<file path="src/rtl/uart_tx_arbiter_pkg.sv">
// ------------------------------------------------------------------
// uart_tx_arbiter_pkg : shared types/widths for the UART tx arbiter
// rev 1.0
// ------------------------------------------------------------------
`default_nettype none

package uart_tx_arbiter_pkg;

  localparam int UART_BYTE_W = 8;
  localparam int GRANT_W     = 3;

  typedef enum logic [1:0] {
    IDLE       = 2'd0,
    SEND       = 2'd1,
    WAIT_START = 2'd2,
    WAIT_DONE  = 2'd3
  } arb_state_e;

endpackage

`default_nettype wire

</file>
<file path="src/rtl/uart_tx_arbiter_if.sv">
// ------------------------------------------------------------------
// uart_tx_arbiter_if : requester bundle plus uart_tx_8n1 side signals
// rev 1.0
// ------------------------------------------------------------------
`default_nettype none

interface uart_tx_arbiter_if
  import uart_tx_arbiter_pkg::*;
#(
  parameter int N_REQ = 4
) ();

  logic [N_REQ-1:0]             req_valid;
  logic [UART_BYTE_W*N_REQ-1:0] req_data;
  logic [N_REQ-1:0]             req_lock;
  logic [N_REQ-1:0]             req_ready;
  logic [UART_BYTE_W-1:0]       tx_byte;
  logic                         tx_send;
  logic                         tx_busy;
  logic [GRANT_W-1:0]           grant_id;
  logic                         active;
  logic                         err_timeout;

  // Arbiter side.
  modport slave (
    input  req_valid, req_data, req_lock, tx_busy,
    output req_ready, tx_byte, tx_send, grant_id, active, err_timeout
  );

  // Requesters plus transmitter side.
  modport master (
    output req_valid, req_data, req_lock, tx_busy,
    input  req_ready, tx_byte, tx_send, grant_id, active, err_timeout
  );

endinterface

`default_nettype wire

</file>
<file path="src/rtl/uart_tx_arbiter_rr_pick.sv">
// ------------------------------------------------------------------
// rr_pick : combinational round-robin picker with sticky lock owner
// rev 1.0
// ------------------------------------------------------------------
`default_nettype none

module rr_pick
  import uart_tx_arbiter_pkg::*;
#(
  parameter int N_REQ = 4
) (
  input  logic [N_REQ-1:0]   valid,
  input  logic [GRANT_W-1:0] ptr,
  input  logic               lock,
  input  logic [GRANT_W-1:0] lock_id,
  output logic [GRANT_W-1:0] w,
  output logic               any,
  output logic               hold
);

  always_comb begin
    w    = '0;
    any  = 1'b0;
    hold = 1'b0;
    for (int j = 0; j < N_REQ; j++) begin
      if (lock && valid[j] && (lock_id == GRANT_W'(j))) hold = 1'b1;
    end
    if (hold) begin
      w   = lock_id;
      any = 1'b1;
    end else begin
      // Walk offsets from the far end so the closest one to ptr wins last.
      for (int k = N_REQ - 1; k >= 0; k--) begin
        for (int j = 0; j < N_REQ; j++) begin
          if (valid[j] && ((int'(ptr) + k == j) || (int'(ptr) + k == j + N_REQ))) begin
            w   = GRANT_W'(j);
            any = 1'b1;
          end
        end
      end
    end
  end

endmodule

`default_nettype wire

</file>
<file path="src/rtl/uart_tx_arbiter.sv">
// ------------------------------------------------------------------
// uart_tx_arbiter : shares one uart_tx_8n1 between N_REQ byte sources
// rev 1.0
// ------------------------------------------------------------------
`default_nettype none

module uart_tx_arbiter
  import uart_tx_arbiter_pkg::*;
#(
  parameter int N_REQ         = 4,
  parameter int START_TIMEOUT = 16
) (
  input  wire               hwclk,
  input  wire               rst,
  uart_tx_arbiter_if.slave  bus
);

  localparam int CNT_W = (START_TIMEOUT > 1) ? $clog2(START_TIMEOUT) : 1;

  arb_state_e             state_q, state_d;
  logic [N_REQ-1:0]       req_ready_q, req_ready_d;
  logic [UART_BYTE_W-1:0] tx_byte_q, tx_byte_d;
  logic                   tx_send_q, tx_send_d;
  logic [GRANT_W-1:0]     grant_q, grant_d;
  logic                   active_q, active_d;
  logic                   err_q, err_d;
  logic [GRANT_W-1:0]     ptr_q, ptr_d;
  logic                   lock_q, lock_d;
  logic [CNT_W-1:0]       cnt_q, cnt_d;

  logic [GRANT_W-1:0]     win_id;
  logic                   win_any;
  logic                   win_hold;
  logic [UART_BYTE_W-1:0] sel_byte;
  logic                   sel_lock;

  rr_pick #(
    .N_REQ (N_REQ)
  ) u_rr_pick (
    .valid   (bus.req_valid),
    .ptr     (ptr_q),
    .lock    (lock_q),
    .lock_id (grant_q),
    .w       (win_id),
    .any     (win_any),
    .hold    (win_hold)
  );

  always_comb begin
    sel_byte = '0;
    sel_lock = 1'b0;
    for (int k = 0; k < N_REQ; k++) begin
      if (win_id == GRANT_W'(k)) begin
        sel_byte = bus.req_data[UART_BYTE_W*k +: UART_BYTE_W];
        sel_lock = bus.req_lock[k];
      end
    end
  end

  always_comb begin
    state_d     = state_q;
    req_ready_d = '0;
    tx_byte_d   = tx_byte_q;
    tx_send_d   = 1'b0;
    grant_d     = grant_q;
    active_d    = active_q;
    err_d       = 1'b0;
    ptr_d       = ptr_q;
    lock_d      = lock_q;
    cnt_d       = cnt_q;
    case (state_q)
      IDLE: begin
        // A busy transmitter here means someone else owns it; grant nothing.
        if (!bus.tx_busy && win_any) begin
          req_ready_d = N_REQ'(1) << win_id;
          tx_byte_d   = sel_byte;
          grant_d     = win_id;
          active_d    = 1'b1;
          lock_d      = sel_lock;
          if (!win_hold) begin
            ptr_d = (win_id == GRANT_W'(N_REQ - 1)) ? '0 : win_id + 1'b1;
          end
          state_d = SEND;
        end else if (lock_q && !win_hold) begin
          lock_d = 1'b0;
        end
      end
      SEND: begin
        tx_send_d = 1'b1;
        cnt_d     = '0;
        state_d   = WAIT_START;
      end
      WAIT_START: begin
        if (bus.tx_busy) begin
          state_d = WAIT_DONE;
        end else if (cnt_q == CNT_W'(START_TIMEOUT - 1)) begin
          err_d    = 1'b1;
          active_d = 1'b0;
          lock_d   = 1'b0;
          state_d  = IDLE;
        end else begin
          cnt_d = cnt_q + 1'b1;
        end
      end
      WAIT_DONE: begin
        if (!bus.tx_busy) begin
          active_d = 1'b0;
          state_d  = IDLE;
        end
      end
      default: state_d = IDLE;
    endcase
  end

  always_ff @(posedge hwclk or posedge rst) begin
    if (rst) begin
      state_q     <= IDLE;
      req_ready_q <= '0;
      tx_byte_q   <= '0;
      tx_send_q   <= 1'b0;
      grant_q     <= '0;
      active_q    <= 1'b0;
      err_q       <= 1'b0;
      ptr_q       <= '0;
      lock_q      <= 1'b0;
      cnt_q       <= '0;
    end else begin
      state_q     <= state_d;
      req_ready_q <= req_ready_d;
      tx_byte_q   <= tx_byte_d;
      tx_send_q   <= tx_send_d;
      grant_q     <= grant_d;
      active_q    <= active_d;
      err_q       <= err_d;
      ptr_q       <= ptr_d;
      lock_q      <= lock_d;
      cnt_q       <= cnt_d;
    end
  end

  assign bus.req_ready   = req_ready_q;
  assign bus.tx_byte     = tx_byte_q;
  assign bus.tx_send     = tx_send_q;
  assign bus.grant_id    = grant_q;
  assign bus.active      = active_q;
  assign bus.err_timeout = err_q;

endmodule

`default_nettype wire
</file>
<file path="src/flat_wrapper.sv">
// flat-port wrapper written by rule: the top's interface ports become plain ports
module uart_tx_arbiter_flat import uart_tx_arbiter_pkg::*;
#(
  parameter int N_REQ         = 4,
  parameter int START_TIMEOUT = 16
)
  (hwclk, rst, bus_req_valid, bus_req_data, bus_req_lock, bus_tx_busy, bus_req_ready, bus_tx_byte, bus_tx_send, bus_grant_id, bus_active, bus_err_timeout);
  uart_tx_arbiter_if #(.N_REQ(N_REQ)) bus_i ();
  input  wire hwclk;
  input  wire rst;
  input wire logic [$bits(bus_i.req_valid)-1:0] bus_req_valid;
  input wire logic [$bits(bus_i.req_data)-1:0] bus_req_data;
  input wire logic [$bits(bus_i.req_lock)-1:0] bus_req_lock;
  input wire logic [$bits(bus_i.tx_busy)-1:0] bus_tx_busy;
  output wire logic [$bits(bus_i.req_ready)-1:0] bus_req_ready;
  output wire logic [$bits(bus_i.tx_byte)-1:0] bus_tx_byte;
  output wire logic [$bits(bus_i.tx_send)-1:0] bus_tx_send;
  output wire logic [$bits(bus_i.grant_id)-1:0] bus_grant_id;
  output wire logic [$bits(bus_i.active)-1:0] bus_active;
  output wire logic [$bits(bus_i.err_timeout)-1:0] bus_err_timeout;
  assign bus_i.req_valid = bus_req_valid;
  assign bus_i.req_data = bus_req_data;
  assign bus_i.req_lock = bus_req_lock;
  assign bus_i.tx_busy = bus_tx_busy;
  assign bus_req_ready = bus_i.req_ready;
  assign bus_tx_byte = bus_i.tx_byte;
  assign bus_tx_send = bus_i.tx_send;
  assign bus_grant_id = bus_i.grant_id;
  assign bus_active = bus_i.active;
  assign bus_err_timeout = bus_i.err_timeout;
  uart_tx_arbiter #(.N_REQ(N_REQ), .START_TIMEOUT(START_TIMEOUT)) u_core (.hwclk(hwclk), .rst(rst), .bus(bus_i));
endmodule
</file>
<file path="config.mk">
export PLATFORM = sky130hd
export DESIGN_NAME = uart_tx_arbiter_flat
export DESIGN_NICKNAME = d
export VERILOG_FILES = /design/src/rtl/uart_tx_arbiter_pkg.sv /design/src/rtl/uart_tx_arbiter_if.sv /design/src/rtl/uart_tx_arbiter_rr_pick.sv /design/src/rtl/uart_tx_arbiter.sv /design/src/flat_wrapper.sv
export SDC_FILE = /design/constraint.sdc
export NUM_CORES = 1
export LEC_CHECK = 0
export BUFFER_PORTS_ARGS = -buffer_cell sky130_fd_sc_hd__buf_2
export CORE_MARGIN = 3
export CORE_UTILIZATION = 30
export DETAILED_ROUTE_END_ITERATION = 8
export RECOVER_POWER = 100
export SLEW_MARGIN = 20
export SYNTH_ARGS = -nofsm -noshare
export SYNTH_HDL_FRONTEND = slang
export SYNTH_HIERARCHICAL = 1
export SYNTH_SLANG_ARGS = --single-unit
</file>
<file path="constraint.sdc">
create_clock -name hwclk -period 7.9 [get_ports hwclk]
set_input_delay 1.58 -clock hwclk [delete_from_list [all_inputs] [get_ports hwclk]]
set_output_delay 1.58 -clock hwclk [all_outputs]
set_load 0.03 [all_outputs]
</file>
==> flow_summary_export.csv <==
group,metric,value,unit
cts,cts_buffers,3,
run_status,status,"complete, no violations",
timing,tightest_slew,1.06,ns
logic_synthesis,yosys_most_used_dff,"dfrtp_1",
placed_design,dp_hpwl,3610,µm
route,drt_iter0_markers,60,
cts,cts_tree,"done",
logic_synthesis,syn_area_per_cell,9.56,µm²
cts,postCtsHoldBufs,0,
cells_and_area,fillCellCount,644,
timing,rsz0062_at_grt,"no",
setup_path,rr_endpoint,"u_core/lock_q",
global_routing,grt_pass1_wl,7780,µm
cts,clkSinkCount,28,
global_routing,globalRouteTotalUtil,13.1,%
placed_design,post-place-cells,317,
cells_and_area,area_delta_synth_final,17.4,%
cts,path_clk_slew,0.09,ns
logic_synthesis,synthCells,195,
setup_path,crit_arrival,4.25,ns
cells_and_area,final_common_cell,"buf_2",
cells_and_area,finalNetCount,300,
timing,relSlewSlack,29.3,%
timing,fmax,243,MHz
route,vias,1665,
logic_synthesis,ys_seq_area_share,37.6,%
setup_path,crit_fanout,12,
timing,hold_viol,0,
cts,cts_resized,0,
logic_synthesis,yosys.area.top_type,"dfrtp_1",
logic_synthesis,synthArstFlopShare,100,%
floorplan,die-area,7200,µm²
route,ant_nets,0,
global_routing,overflow,0,
setup_path,reg2reg_slack,4.24,ns
logic_synthesis,synth_area,1860,µm²
timing,drv_slew,0,
logic_synthesis,synth_top_area_share,37.6,%
cts,post_cts_buffers,0,
worst_hold_path,hold_class,"flop to flop",
route,drt_first_pass_iters,4,
floorplan,die_x,84.8,µm
power_and_ir_drop,peakVddDrop,109,µV
floorplan,io_pins,61,
cells_and_area,final_cell_mix,"buf_2, dfrtp_1, clkbuf_1",
setup_path,startpoint_type,"input port",
timing,setup_violations,0,
worst_hold_path,min-delay-start,"u_core/bus.tx_byte[4]",
cts,cts_buffer_depth,2,
logic_synthesis,synth_edf_count,0,
cts,cts-root-buf,"clkbuf_8",
timing,min_period,4.12,ns
cells_and_area,drive_gt1_share,22.4,%
setup_path,critPathKind,"input port to flop",
global_routing,grt_pass1_vias,1669,
floorplan,std_cell_rows,28,
floorplan,dieHeight,84.8,µm
cts,insertion_delay,0.27,ns
timing,skew,0.00448,ns
global_routing,antenna_found_initial,0,
setup_path,rr_startpoint,"u_core/ptr_q[1]",
worst_hold_path,min_to,"u_core/bus.tx_byte[4]",
route,routed_wirelength,4670,µm
worst_hold_path,min_path_cells,2,
logic_synthesis,synthTopCellsByArea,"dfrtp_1, o41ai_2, ha_1",
flow_run,cap_violations,0,
cells_and_area,stdcell_count,320,
logic_synthesis,ys_warn_count,6,
route,routed_via_density,5.20,
floorplan,floorplan.initialDensity,31.3,%
floorplan,core-area,5960,µm²
cells_and_area,antenna_cells,0,
power_and_ir_drop,p_leak,1.01,nW
setup_path,cp-end-kind,"flop",
power_and_ir_drop,power_density,390,nW/µm²
logic_synthesis,ys_ff_latch,28,
route,drc,0,
placed_design,portBuffers,60,
logic_synthesis,syn-num-nets,248,
cts,cts-htree-levels,1,
setup_path,rr_worst_depth,9,
route,avgRoutedWirePerCell,14.6,µm
global_routing,grt_max_degree,32,
placed_design,gp_routability_congestion,0.780,
setup_path,critPathRequiredTime,8.04,ns
timing,finalSetupTns,0,ns
timing,fin_crit_sh,52.1,%
logic_synthesis,yosysUniqueCellTypes,52,
## registers in the layout, summed over array words and instances, names as in the netlist, 2 cells and up
signal                flops
u_core/bus.req_ready      4
u_core/bus.tx_byte        8
u_core/state_q            2
u_core/cnt_q              4
u_core/ptr_q              3
u_core/bus.grant_id       3
## worst max-delay path: stages
cell,delay (ns)
clkbuf_1,0.23
mux2i_1,0.12
or3_1,0.37
nand4_1,0.15
a211oi_1,0.06
nor3_1,0.32
inv_1,0.13
ha_1,0.33
nor2b_1,0.44
a221oi_1,0.15
o41ai_1,0.36
## synth_stat cells, types with 6 or more instances
library cell / count
ha_1: 10
nand2_1: 16
nor2b_1: 6
o41ai_2: 8
a221oi_1: 7
a21oi_1: 7
inv_1: 15
o21ai_0: 11
o22ai_1: 8
dfrtp_1: 28
## stage by stage
step / setup WS [ns] / area, µm² / power (mW) / utilization, % / hold WS [ns]
after CTS: 3.92 / 2220 / 0.873 / 37.3 / 0.488
final: 3.78 / 2190 / 0.854 / 36.7 / 0.488
after detailed placement: 3.64 / 2180 / 0.794 / 36.6 / 0.459
after global routing: 3.51 / 2190 / 0.940 / 36.7 / 0.515
after global placement: 3.63 / 2180 / 0.787 / 36.6 / 0.464
after floorplan: 3.94 / 1860 / 0.683 / - / 0.461
## kinds of logic after synthesis
| family | Yosys count | share of synthesized area, % |
|---|---|---|
| AO/OA/AOI/OAI | 65 | 28.9 |
| buffers and inverters | 28 | 7.25 |
| multiplexers | 5 | 2.68 |
| adder cells (fa/ha/maj) | 10 | 6.71 |
| flip-flops | 28 | 37.6 |
| other | 1 | 0.201 |
| AND/OR/NAND/NOR | 58 | 16.7 |
## worst max path at each step
stage	from	to	slack, ns	depth (start not counted)
floorplan	bus_req_valid[1]	u_core/lock_q	3.94	11
global placement	bus_req_valid[2]	u_core/lock_q	3.63	8
detailed placement	bus_req_valid[3]	u_core/lock_q	3.64	8
CTS	bus_req_valid[3]	u_core/lock_q	3.92	8
global route	bus_req_valid[2]	u_core/bus.tx_byte[1]	3.51	11
finish	bus_req_valid[2]	u_core/bus.tx_byte[1]	3.78	11
## cell type report
type                       instances  area (µm²)  share of cell area [%]
sequential                        28         701                    32.0
timing repair buffer              60         275                    12.6
clock buffer                       3        41.3                    1.89
multi-input combinational        139        1020                    46.7
inverter                          15        56.3                    2.57
tap                               75        93.8                    4.29
## report_power, final
part	leakage, nW	total [mW]	switching [mW]	internal, mW
Sequential	0.364	0.240	0.0506	0.190
Clock	0.0216	0.0766	0.0423	0.0342
Combinational	0.621	0.537	0.335	0.202
## layer usage
metal  global-route usage (%)  wire length, µm  up-vias
met5                        0                0        -
met2                     23.2             2350       28
met4                     1.29               19        0
li1                         -                -      833
met1                     16.8             2130      802
met3                     3.01              167        2
Power figures use the tool's default switching activity.
